### config.mk
export PLATFORM = sky130hd
export DESIGN_NAME = adder_arbiter
export DESIGN_NICKNAME = d
export VERILOG_FILES = /design/src/rtl/adder_arbiter.sv
export SDC_FILE = /design/constraint.sdc
export NUM_CORES = 1
export LEC_CHECK = 0
export CAP_MARGIN = 20
export CORE_ASPECT_RATIO = 1.4
export CORE_MARGIN = 3
export CORE_UTILIZATION = 36
export DETAILED_ROUTE_END_ITERATION = 10
export PLACE_DENSITY = 0.79
export SLEW_MARGIN = 30
export SYNTH_ARGS = -nofsm -noshare
export SYNTH_HDL_FRONTEND = slang
export SYNTH_SLANG_ARGS = --single-unit
### constraint.sdc
create_clock -name clk_i -period 4.1 [get_ports clk_i]
set_input_delay 0.82 -clock clk_i [delete_from_list [all_inputs] [get_ports clk_i]]
set_output_delay 0.82 -clock clk_i [all_outputs]
set_load 0.005 [all_outputs]
### src/rtl/adder_arbiter.sv
// adder_arbiter: round-robin arbiter sharing one adder, single-entry registered response stage
module adder_arbiter #(
  parameter int NREQ  = 4,
  parameter int WIDTH = 32,
  parameter int IDW   = 2
) (
  input  logic                  clk_i,
  input  logic                  rst_n_i,
  input  logic [NREQ-1:0]       req_valid_i,
  output logic [NREQ-1:0]       req_ready_o,
  input  logic [NREQ*WIDTH-1:0] req_a_i,
  input  logic [NREQ*WIDTH-1:0] req_b_i,
  output logic                  rsp_valid_o,
  input  logic                  rsp_ready_i,
  output logic [IDW-1:0]        rsp_id_o,
  output logic [WIDTH-1:0]      rsp_sum_o,
  output logic                  rsp_carry_o
);
  logic             rsp_valid_q, rsp_valid_d;
  logic [IDW-1:0]   rsp_id_q, rsp_id_d;
  logic [WIDTH-1:0] rsp_sum_q, rsp_sum_d;
  logic             rsp_carry_q, rsp_carry_d;
  logic [IDW-1:0]   last_q, last_d;
  logic [IDW-1:0]   gid, idx;
  logic             found, can_accept, xfer;
  logic [WIDTH:0]   sum_w;
  assign can_accept  = !rsp_valid_q || rsp_ready_i;
  assign xfer        = rst_n_i && found && can_accept;
  assign req_ready_o = xfer ? NREQ'(1) << gid : '0;
  assign sum_w       = {1'b0, req_a_i[gid*WIDTH +: WIDTH]} + {1'b0, req_b_i[gid*WIDTH +: WIDTH]};
  assign rsp_valid_o = rsp_valid_q;
  assign rsp_id_o    = rsp_id_q;
  assign rsp_sum_o   = rsp_sum_q;
  assign rsp_carry_o = rsp_carry_q;
  // Search for the first pending requester starting just after the last winner, wrapping around
  always_comb begin
    found = 1'b0;
    gid   = last_q;
    idx   = '0;
    for (int k = 1; k <= NREQ; k++) begin
      idx = IDW'((int'(last_q) + k) % NREQ);
      if (!found && req_valid_i[idx]) begin
        found = 1'b1;
        gid   = idx;
      end
    end
  end
  // Next response: load on transfer, clear valid on drain-only, otherwise hold
  always_comb begin
    rsp_valid_d = xfer ? 1'b1 : (rsp_ready_i ? 1'b0 : rsp_valid_q);
    rsp_id_d    = xfer ? gid : rsp_id_q;
    rsp_sum_d   = xfer ? sum_w[WIDTH-1:0] : rsp_sum_q;
    rsp_carry_d = xfer ? sum_w[WIDTH] : rsp_carry_q;
    last_d      = xfer ? gid : last_q;
  end
  // Response register and round-robin pointer; reset gives requester 0 top priority
  always_ff @(posedge clk_i or negedge rst_n_i) begin
    if (!rst_n_i) begin
      rsp_valid_q <= 1'b0;
      rsp_id_q    <= '0;
      rsp_sum_q   <= '0;
      rsp_carry_q <= 1'b0;
      last_q      <= IDW'(NREQ - 1);
    end else begin
      rsp_valid_q <= rsp_valid_d;
      rsp_id_q    <= rsp_id_d;
      rsp_sum_q   <= rsp_sum_d;
      rsp_carry_q <= rsp_carry_d;
      last_q      <= last_d;
    end
  end
endmodule

* Yosys cells after proc, flatten, opt, wreduce, memory -nomap -nowiden *
Index checks and enable logic that the tools add are counted.

word-level totals
  word-level logic and storage cells = 47
  flip-flop bits (word level) = 38
  bits of input ports = 263
  output and inout port bits = 40

operators by class
  muxes and demuxes = 19
  reductions and logical operators = 11
  $add $sub $neg = 5
  shifts and indexed selects = 3
  $lt $le $gt $ge = 4

operator list
  cell                                                                           number
  128-bit by 8-bit variable part select with 32-bit output                       2
  32-bit by 32-bit adder with 33-bit output                                      1
  2-bit by 3-bit less-than comparator with 1-bit output (second input constant)  4
  1-bit two-way mux                                                              10
  1-bit binary-select mux with 2-bit select                                      4
  2-bit two-way mux                                                              4
  1-bit logical AND                                                              5
  2-bit by 1-bit adder with 2-bit output (second input constant)                 2
  2-bit adder (second input constant)                                            2
  1-bit zero test                                                                4
  4-bit two-way mux                                                              1
  1-bit by 2-bit << shifter with 4-bit output (first input constant)             1
  2-bit nonzero test                                                             1
  1-bit logical OR                                                               1

* Longest topological paths before layout *
Gate-level depths: netlist of the first run.

  depth after elaboration = 16
  gate-level depth with buffers = 19
  depth with buffers taken out = 16

* Worst setup path after synthesis of the first run *
No wires, ideal clock.

  path kind = input-to-reg
  start point = input req_valid_i[0]
  end point = register rsp_sum_q[16] (netlist: rsp_sum_o[16])
  buffers on the path = 2
  data required time = 4.008 ns
  cell stages on the path = 17
  library setup time = 0.092 ns
  path slack = -0.048 ns
  arrival = 4.057 ns
  path through = a21oi_1 > a31oi_1 > o21ai_0 > o31a_1 > buf_2 > buf_2 > mux2i_1 > a21oi_1 > ha_1 > fa_1 > a211o_2 > o211ai_1 > a211o_1 > a21boi_1 > o211a_1 > o21a_1 > o31ai_2

between the ends
  longest elaborated chain between the ends = 14
  elaborated cells on any way between the ends = 27
  classes of those cells = add/sub: 1; shift: 2; mux: 16; reduce/logical: 8

RTL lines
  item                                                                                                  RTL line  text
  start, declared                                                                                       9         input logic [NREQ-1:0] req_valid_i,
  1-bit binary-select mux with 2-bit select                                                             42        if (!found && req_valid_i[idx]) begin
  1-bit two-way mux (not written as such)                                                               42
  1-bit two-way mux                                                                                     42
  1-bit zero test                                                                                       42
  1-bit logical AND                                                                                     42
  1-bit two-way mux                                                                                     42
  1-bit zero test                                                                                       42
  1-bit logical AND                                                                                     42
  1-bit two-way mux                                                                                     42
  1-bit zero test                                                                                       42
  1-bit logical AND                                                                                     42
  2-bit two-way mux / 1-bit two-way mux (equally long branches)                                         42
  128-bit by 8-bit variable part select with 32-bit output / 1-bit logical AND (equally long branches)  30, 28
  32-bit by 32-bit adder with 33-bit output / 1-bit logical AND (equally long branches)                 30, 28
  end signal, assigned                                                                                  67        rsp_sum_q <= rsp_sum_d;
  end, declared                                                                                         21        logic [WIDTH-1:0] rsp_sum_q, rsp_sum_d;

Parallel ways exist; a longest one is shown, timed or not. The select of a mux whose other input is x is not followed.
A chain may end at the register's enable or synchronous reset.

* Worst setup path in the final report of the first run *
  start point = input req_valid_i[1]
  end point = register rsp_sum_q[25] (netlist: rsp_sum_o[25])

Same word-level chain as after synthesis.

==> flow_summary_export.csv, run 1 <==
group,metric,value,unit
status,run_status,"completed",
timing,worstMarginPinSlew,0.5081,ns
synthesis,async_flop_share,100.0,%
setup_path,worstPathCellList,"clkdlybuf4s15_1 -> a21oi_2 -> a31oi_1 -> o21ai_1 -> buf_4 -> o31a_1 -> buf_4 -> buf_12 -> buf_4 -> nor2b_1 -> a211oi_1 -> a21oi_1 -> ha_1 -> a21oi_1 -> o21ai_1 -> buf_4 -> a22oi_2 -> a21oi_2 -> nor2_2 -> nor3b_1 -> o32a_1",
power,reported_net_switching_power,3.427,mW
job,max_cap_violations,0,
setup_path,critical-path-max-stage-delay,0.34,ns
clock_tree,tritoncts.num_buffers,5,
power,clock_power_share,6.6,%
drt,wl_per_cell,18.83,um
setup_path,worst_setup_path_start_kind,"primary input",
finish,areaGrowthSynthToFinish,94.15,%
power,power.share.sequential,8.7,%
power,p_sw_share,44.58,%
power,p_leak,4.401,nW
setup_path,crit_slowest_cell,"sky130_fd_sc_hd__o32a_1",
setup_path,critical_path_peak_fanout,8,
setup_path,crit_top_cell,"sky130_fd_sc_hd__buf_4",
synthesis,synth_warnings,0,
power,p_int,4.260,mW
timing,clock.fmax,246.4,MHz
grt,global_route.usage.total,26.51,%
timing,setup_viol_count_final,0,
synthesis,netlist-cell-type-count,68,
drt,drt-total-wl,24.64,mm
synthesis,synthesis.area_per_instance,7.740,sq um
synthesis,synth_sequential_area_ratio,17.75,%
synthesis,ys.flop_type,"sky130_fd_sc_hd__dfrtp_1",
timing,time_the_worst_path_needs_with_i_o_delays_and_setup,4.058,ns
clock_tree,clock_latency,0.28,ns
grt,grt_antenna_before_repair,0,
grt,grt_pass1_vias,7054,
power,power_per_cell_area,737.1,mW/mm^2
finish,antenna_cells,0,
power,report.power.total,7.687,mW
grt,grt_first_pass_wirelength,34.40,mm
clock_tree,cts.clk_slew.worst_paths,0.06,ns
placement,post_dp_area,0.009470,sq mm
placement,finalWeightedCongestion,0.9194,
setup_path,timing.setup.critical_path_class,"in -> reg",
drt,drtAntennaViolNets,0,
grt,grt_max_degree,39,
drt,dr_total_vias,7193,
finish,layout_cells_sized_above_1,23.59,%
grt,grt_overflow,0,
min_path,worst_min_path_start,"rsp_sum_o[11]",
min_path,hold_path.class,"reg -> reg",
synthesis,synth_area,0.005371,sq mm
timing,fin_worst_skew,0.005504,ns
power,irDropWorstVdd,0.0003483,V
setup_path,setup.worst_path.start,"req_valid_i[1]",
setup_path,endpoint_kind,"flip-flop",
timing,timing.setup.tns,0,ns
floorplan,boundaryPins,303,
setup_path,required,4.26,ns
clock_tree,htree_levels,2,
floorplan,chipWidth,109.2,um
floorplan,core_area,0.01451,sq mm
placement,place.port_buffers,302,
drt,drt-pass1-iter-count,4,
clock_tree,cts_hold_buffers,0,
clock_tree,clkSinkCount,38,
drt,drc_violation_count_after_routing,0,
synthesis,number_of_storage_elements_in_the_synthesis_netlist,38,
setup_path,critical_path.reg2reg.startpoint,"last_q[1]",
timing,hold_viol,0,
floorplan,floorplan.rows,52,
timing,max-slew-margin-rel,66.12,%
finish,design.final.nets,1414,
clock_tree,tritoncts,"done",
synthesis,cells_after_synthesis,694,
setup_path,critical_path_arrival,4.21,ns
power,power_frac_comb,84.7,%
finish,leading_cell_type_in_the_layout_fill_and_taps_excluded,"sky130_fd_sc_hd__clkdlybuf4s50_1",
floorplan,starting_density_of_the_core,37.02,%
floorplan,floorplan.die_area,0.01644,sq mm
synthesis,synthesis.nets,990,
finish,finalInstanceArea,0.01043,sq mm
finish,layout_common_cells,"sky130_fd_sc_hd__clkdlybuf4s50_1, sky130_fd_sc_hd__buf_4, sky130_fd_sc_hd__a21oi_1",
timing,finalMaxSlewViolations,0,
placement,dp_hpwl,18.54,mm
clock_tree,clock_tree.buffer_depth,2,
synthesis,post_synth_edffs,0,
drt,viasPerCell,5.499,
floorplan,chipHeight,150.5,um
timing,post-route-period-util,98.98,%
clock_tree,cts.root.buffer_cell,"sky130_fd_sc_hd__clkbuf_16",
drt,drt_first_iter_violations,378,
-- registers in the layout (all words and copies together) (netlist names) --
| signal | cells |
|---|---|
| last_q | 2 |
| rsp_carry_o | 1 |
| rsp_id_o | 2 |
| rsp_sum_o | 32 |
| rsp_valid_o | 1 |
-- layer usage --
layer	track usage (%)	wire length [um]	vias to the layer above
li1	-	-	3449
met1	26.49	8671	3309
met2	52.24	13000	331
met3	4.333	1552	104
met4	11.73	1415	0
met5	0	0	-
-- metrics by stage --
step / instances / setup WS (ns) / hold slack, ns / util (%)
3_3_place_gp: 1267 / -0.5967 / 0.4570 / 65.27
3_5_place_dp: 1267 / -0.6846 / 0.4634 / 65.27
6_report: 1308 / 0.04167 / 0.4761 / 71.88
4_1_cts: 1287 / 0.003237 / 0.4769 / 68.58
5_1_grt: 1308 / -0.1756 / 0.5098 / 71.88
2_1_floorplan: 694 / 0.01976 / 0.4628 / -
-- final timing paths --
check	to	slack [ns]	cells after the start
worst max-delay path	rsp_sum_o[25]	0.04	21
worst min-delay path	rsp_sum_o[11]	0.48	2
worst max register to register	rsp_sum_o[25]	0.10	20
worst min register to register	rsp_sum_o[11]	0.48	2
max in group asynchronous	last_q[1]	3.10	2
min in group asynchronous	rsp_sum_o[6]	0.64	2
-- cells in the mapped netlist, drive strengths merged (2+ instances only) --
cell     instances  area share (%)
or2b             2            0.33
o21ai           39             3.7
dfrtp           36              17
nor2b           68             7.9
o22ai            2            0.23
mux2i           65              12
a31oi            2            0.23
o21bai           2            0.28
o31ai            6             1.1
o21a             8             1.1
o211ai           4            0.56
nor2            22             1.5
o211a            2            0.37
o31a             2            0.33
buf             27             2.7
a21o            22             3.1
or2              2            0.23
ha              32             7.5
a211o            2            0.35
nand4            8            0.93
dfstp            2            0.98
o41ai            2            0.47
nand3            8            0.75
a21boi           3            0.42
xor2            14             2.3
a211oi          75              11
inv              7            0.49
nor3             9            0.93
nand2           55             3.8
a21oi          101             9.4
or3              3            0.35
and3             3            0.35
nand2b           2            0.23
clkbuf          26             2.0
or4              3            0.42
o2111ai          2            0.33
xnor2            7             1.1
nor3b            4            0.65
-- what timing repair did --
item	CTS	global route
setup endpoints to repair	24	23
resized for setup	42	66
buffers inserted	9	19
cloned	3	4
pin swaps	22	44
-- cell families after synthesis --
kind of cell,share of synthesized area [%]
buf+inv,5.358
xor+xnor,3.424
compound gates,34.27
simple gates,19.05
flops,17.75
mux,12.32
fa+ha+maj,7.827
-- critical path: cells and delay by family --
| family | cells | cell delay (ns) |
|---|---|---|
| compound gates | 11 | 1.66 |
| fa+ha+maj | 1 | 0.30 |
| buf+inv | 6 | 0.95 |
| simple gates | 3 | 0.48 |
-- area by class of cell --
class | instances | area [sq um]
flip-flops and latches | 38 | 953.4
well taps | 189 | 236.5
clock buffers | 5 | 125.1
multi-input cells | 596 | 4511
inverters | 7 | 26.28
repair buffers | 470 | 4508
fillers | 1120 | 4080
clock inverters | 3 | 68.82
-- power groups by stage --
stage | clock network (mW) | logic [mW] | registers (mW)
finish | 0.507 | 6.51 | 0.670
global route | 0.536 | 7.01 | 0.688
floorplan | 0 | 3.01 | 0.660
global placement | 0 | 5.54 | 0.666
CTS | 0.515 | 5.91 | 0.665
detailed placement | 0 | 5.62 | 0.669
(Power assumes the default switching activity.)
==> inputs of run 2 (changes only) <==
--- a/config.mk
+++ b/config.mk
@@ -10,6 +10,7 @@
 export CORE_MARGIN = 3
 export CORE_UTILIZATION = 36
 export DETAILED_ROUTE_END_ITERATION = 10
+export GPL_TIMING_DRIVEN = 0
 export PLACE_DENSITY = 0.79
 export SLEW_MARGIN = 30
 export SYNTH_ARGS = -nofsm -noshare
==> flow_summary_export.csv, run 2 (same netlist as run 1, synthesis figures left out) <==
group,metric,value,unit
timing,timing.final.ws_setup,0.04902,ns
timing,time_the_worst_path_needs_with_i_o_delays_and_setup,4.051,ns
placement,finalWeightedCongestion,0.9406,
power,power.share.sequential,9.4,%
power,clock_power_share,7.2,%
clock_tree,clock_latency,0.28,ns
finish,finalInstanceArea,0.009859,sq mm
power,power_per_cell_area,711.4,mW/mm^2
drt,viasPerCell,5.664,
min_path,hold_path.class,"in -> async",
grt,grt_pass1_vias,6956,
power,power_frac_comb,83.3,%
grt,global_route.usage.total,27.78,%
drt,drt-pass1-iter-count,6,
clock_tree,cts_hold_buffers,0,
timing,clock.fmax,246.9,MHz
grt,grt_max_degree,23,
timing,fin_hold_ws,0.4756,ns
clock_tree,cts.clk_slew.worst_paths,0.06,ns
timing,worstMarginPinSlew,0.6199,ns
finish,finish.utilization,67.95,%
finish,layout_common_cells,"sky130_fd_sc_hd__clkdlybuf4s50_1, sky130_fd_sc_hd__a21oi_1, sky130_fd_sc_hd__nor2b_1",
floorplan,boundaryPins,303,
timing,finalMaxSlewViolations,0,
clock_tree,tritoncts.num_buffers,5,
timing,setup_viol_count_final,0,
timing,fin_worst_skew,0.005470,ns
drt,drt-total-wl,25.56,mm
setup_path,critical_path_peak_fanout,10,
power,report.power.total,7.014,mW
drt,drtAntennaViolNets,0,
floorplan,core_area,0.01451,sq mm
clock_tree,clkSinkCount,38,
grt,grt_overflow,0,
floorplan,chipWidth,109.2,um
drt,dr_total_vias,6927,
setup_path,timing.setup.critical_path_class,"in -> reg",
placement,pre_cts_worst_setup_slack,-1.839,ns
setup_path,critical_path_arrival,4.27,ns
drt,drc_violation_count_after_routing,0,
timing,timing.setup.tns,0,ns
timing,max-slew-margin-rel,58.13,%
finish,final_cells,1223,
floorplan,floorplan.die_area,0.01644,sq mm
setup_path,worst_setup_path_start_kind,"primary input",
clock_tree,cts.root.buffer_cell,"sky130_fd_sc_hd__clkbuf_16",
timing,grt_setup_unrepaired,"yes",
finish,leading_cell_type_in_the_layout_fill_and_taps_excluded,"sky130_fd_sc_hd__clkdlybuf4s50_1",
floorplan,chipHeight,150.5,um
finish,largest_register_ffs,32,
clock_tree,htree_levels,2,
placement,post-place-cells,1186,
power,p_leak,3.957,nW
power,p_int,3.651,mW
job,max_cap_violations,0,
status,run_status,"completed",
finish,areaGrowthSynthToFinish,83.55,%
grt,grt_first_pass_wirelength,35.47,mm
drt,drt_first_iter_violations,473,
power,p_sw_share,47.95,%
clock_tree,tritoncts,"done",
power,reported_net_switching_power,3.363,mW
grt,grt_antenna_before_repair,0,
floorplan,starting_density_of_the_core,37.02,%
setup_path,endpoint_kind,"flip-flop",
power,irDropWorstVdd,0.0003241,V
placement,post_dp_area,0.008658,sq mm
placement,dp_hpwl,19.47,mm
timing,post-route-period-util,98.80,%
finish,antenna_cells,0,
drt,wl_per_cell,20.90,um
timing,hold_viol,0,
floorplan,floorplan.rows,52,
placement,place.port_buffers,302,
setup_path,required,4.32,ns
finish,layout_cells_sized_above_1,18.38,%
clock_tree,clock_tree.buffer_depth,2,
finish,design.final.nets,1329,
run 2: cell count changes in the layout (fill, tap and decap cells not counted), moves of 3 or more:
cell,before,now
sky130_fd_sc_hd__a211oi_1,56,52
sky130_fd_sc_hd__a21oi_4,0,3
sky130_fd_sc_hd__buf_2,1,10
sky130_fd_sc_hd__buf_4,146,38
sky130_fd_sc_hd__clkbuf_16,9,6
sky130_fd_sc_hd__clkbuf_2,2,11
sky130_fd_sc_hd__clkbuf_4,0,6
sky130_fd_sc_hd__clkbuf_8,0,4
sky130_fd_sc_hd__ha_1,28,18
sky130_fd_sc_hd__ha_2,2,6
sky130_fd_sc_hd__ha_4,2,8
sky130_fd_sc_hd__nor2b_1,67,64
sky130_fd_sc_hd__nor2b_2,0,3
run 2: per-layer routing:
layer  global-route usage [%]  routed length, um
met5                        0                  0
met4                    13.60               1477
met3                    4.719               1879
met2                    53.20              13440
met1                    28.42               8766
run 2: layout make-up:
type | instances | area, sq um
fill | 1189 | 4649
tap | 189 | 236.5
clock inverter | 3 | 68.82
multi-input combinational | 595 | 4688
inverter | 7 | 26.28
buffer | 48 | 417.9
timing repair buffer | 338 | 3343
sequential | 38 | 953.4
clock buffer | 5 | 125.1
run 2: path summary, 6_finish.rpt:
| path | startpoint | to | slack (ns) | cells past startpoint |
|---|---|---|---|---|
| min | rst_n_i | rsp_sum_o[2] | 0.48 | 1 |
| max reg2reg | last_q[1] | rsp_sum_o[31] | 0.09 | 18 |
| max in group asynchronous | rst_n_i | last_q[1] | 3.07 | 2 |
| min in group clk_i | rsp_sum_o[11] | rsp_sum_o[11] | 0.48 | 2 |
| max | req_valid_i[0] | rsp_sum_o[31] | 0.05 | 19 |
| min reg2reg | rsp_sum_o[11] | rsp_sum_o[11] | 0.48 | 2 |
run 2: what timing repair did:
item                                    4_1_cts  5_1_grt
resized for setup                           117       97
pin swaps                                    21       41
setup buffers                                16       18
endpoints found under the setup margin       36       19
cloned                                        1        1
run 2: worst max-delay path, stage by stage:
cell	delay (ns)
sky130_fd_sc_hd__buf_4	0.13
sky130_fd_sc_hd__a21oi_2	0.13
sky130_fd_sc_hd__a31oi_1	0.05
sky130_fd_sc_hd__o21ai_1	0.12
sky130_fd_sc_hd__o31a_4	0.24
sky130_fd_sc_hd__buf_12	0.14
sky130_fd_sc_hd__clkbuf_4	0.21
sky130_fd_sc_hd__nor2b_1	0.09
sky130_fd_sc_hd__a211oi_1	0.28
sky130_fd_sc_hd__a21oi_1	0.13
sky130_fd_sc_hd__ha_4	0.32
sky130_fd_sc_hd__o21ai_2	0.08
sky130_fd_sc_hd__o21ai_4	0.23
sky130_fd_sc_hd__a211oi_4	0.11
sky130_fd_sc_hd__o31ai_4	0.31
sky130_fd_sc_hd__a211oi_2	0.14
sky130_fd_sc_hd__buf_4	0.17
sky130_fd_sc_hd__or4b_1	0.46
sky130_fd_sc_hd__nand3_1	0.09
run 2: power groups by stage:
stage / combinational [mW] / clock, mW / sequential (mW)
finish: 5.85 / 0.508 / 0.661
global route: 6.27 / 0.531 / 0.676
CTS: 5.16 / 0.506 / 0.653
detailed placement: 4.61 / 0 / 0.659
global placement: 4.56 / 0 / 0.656
floorplan: 3.01 / 0 / 0.660
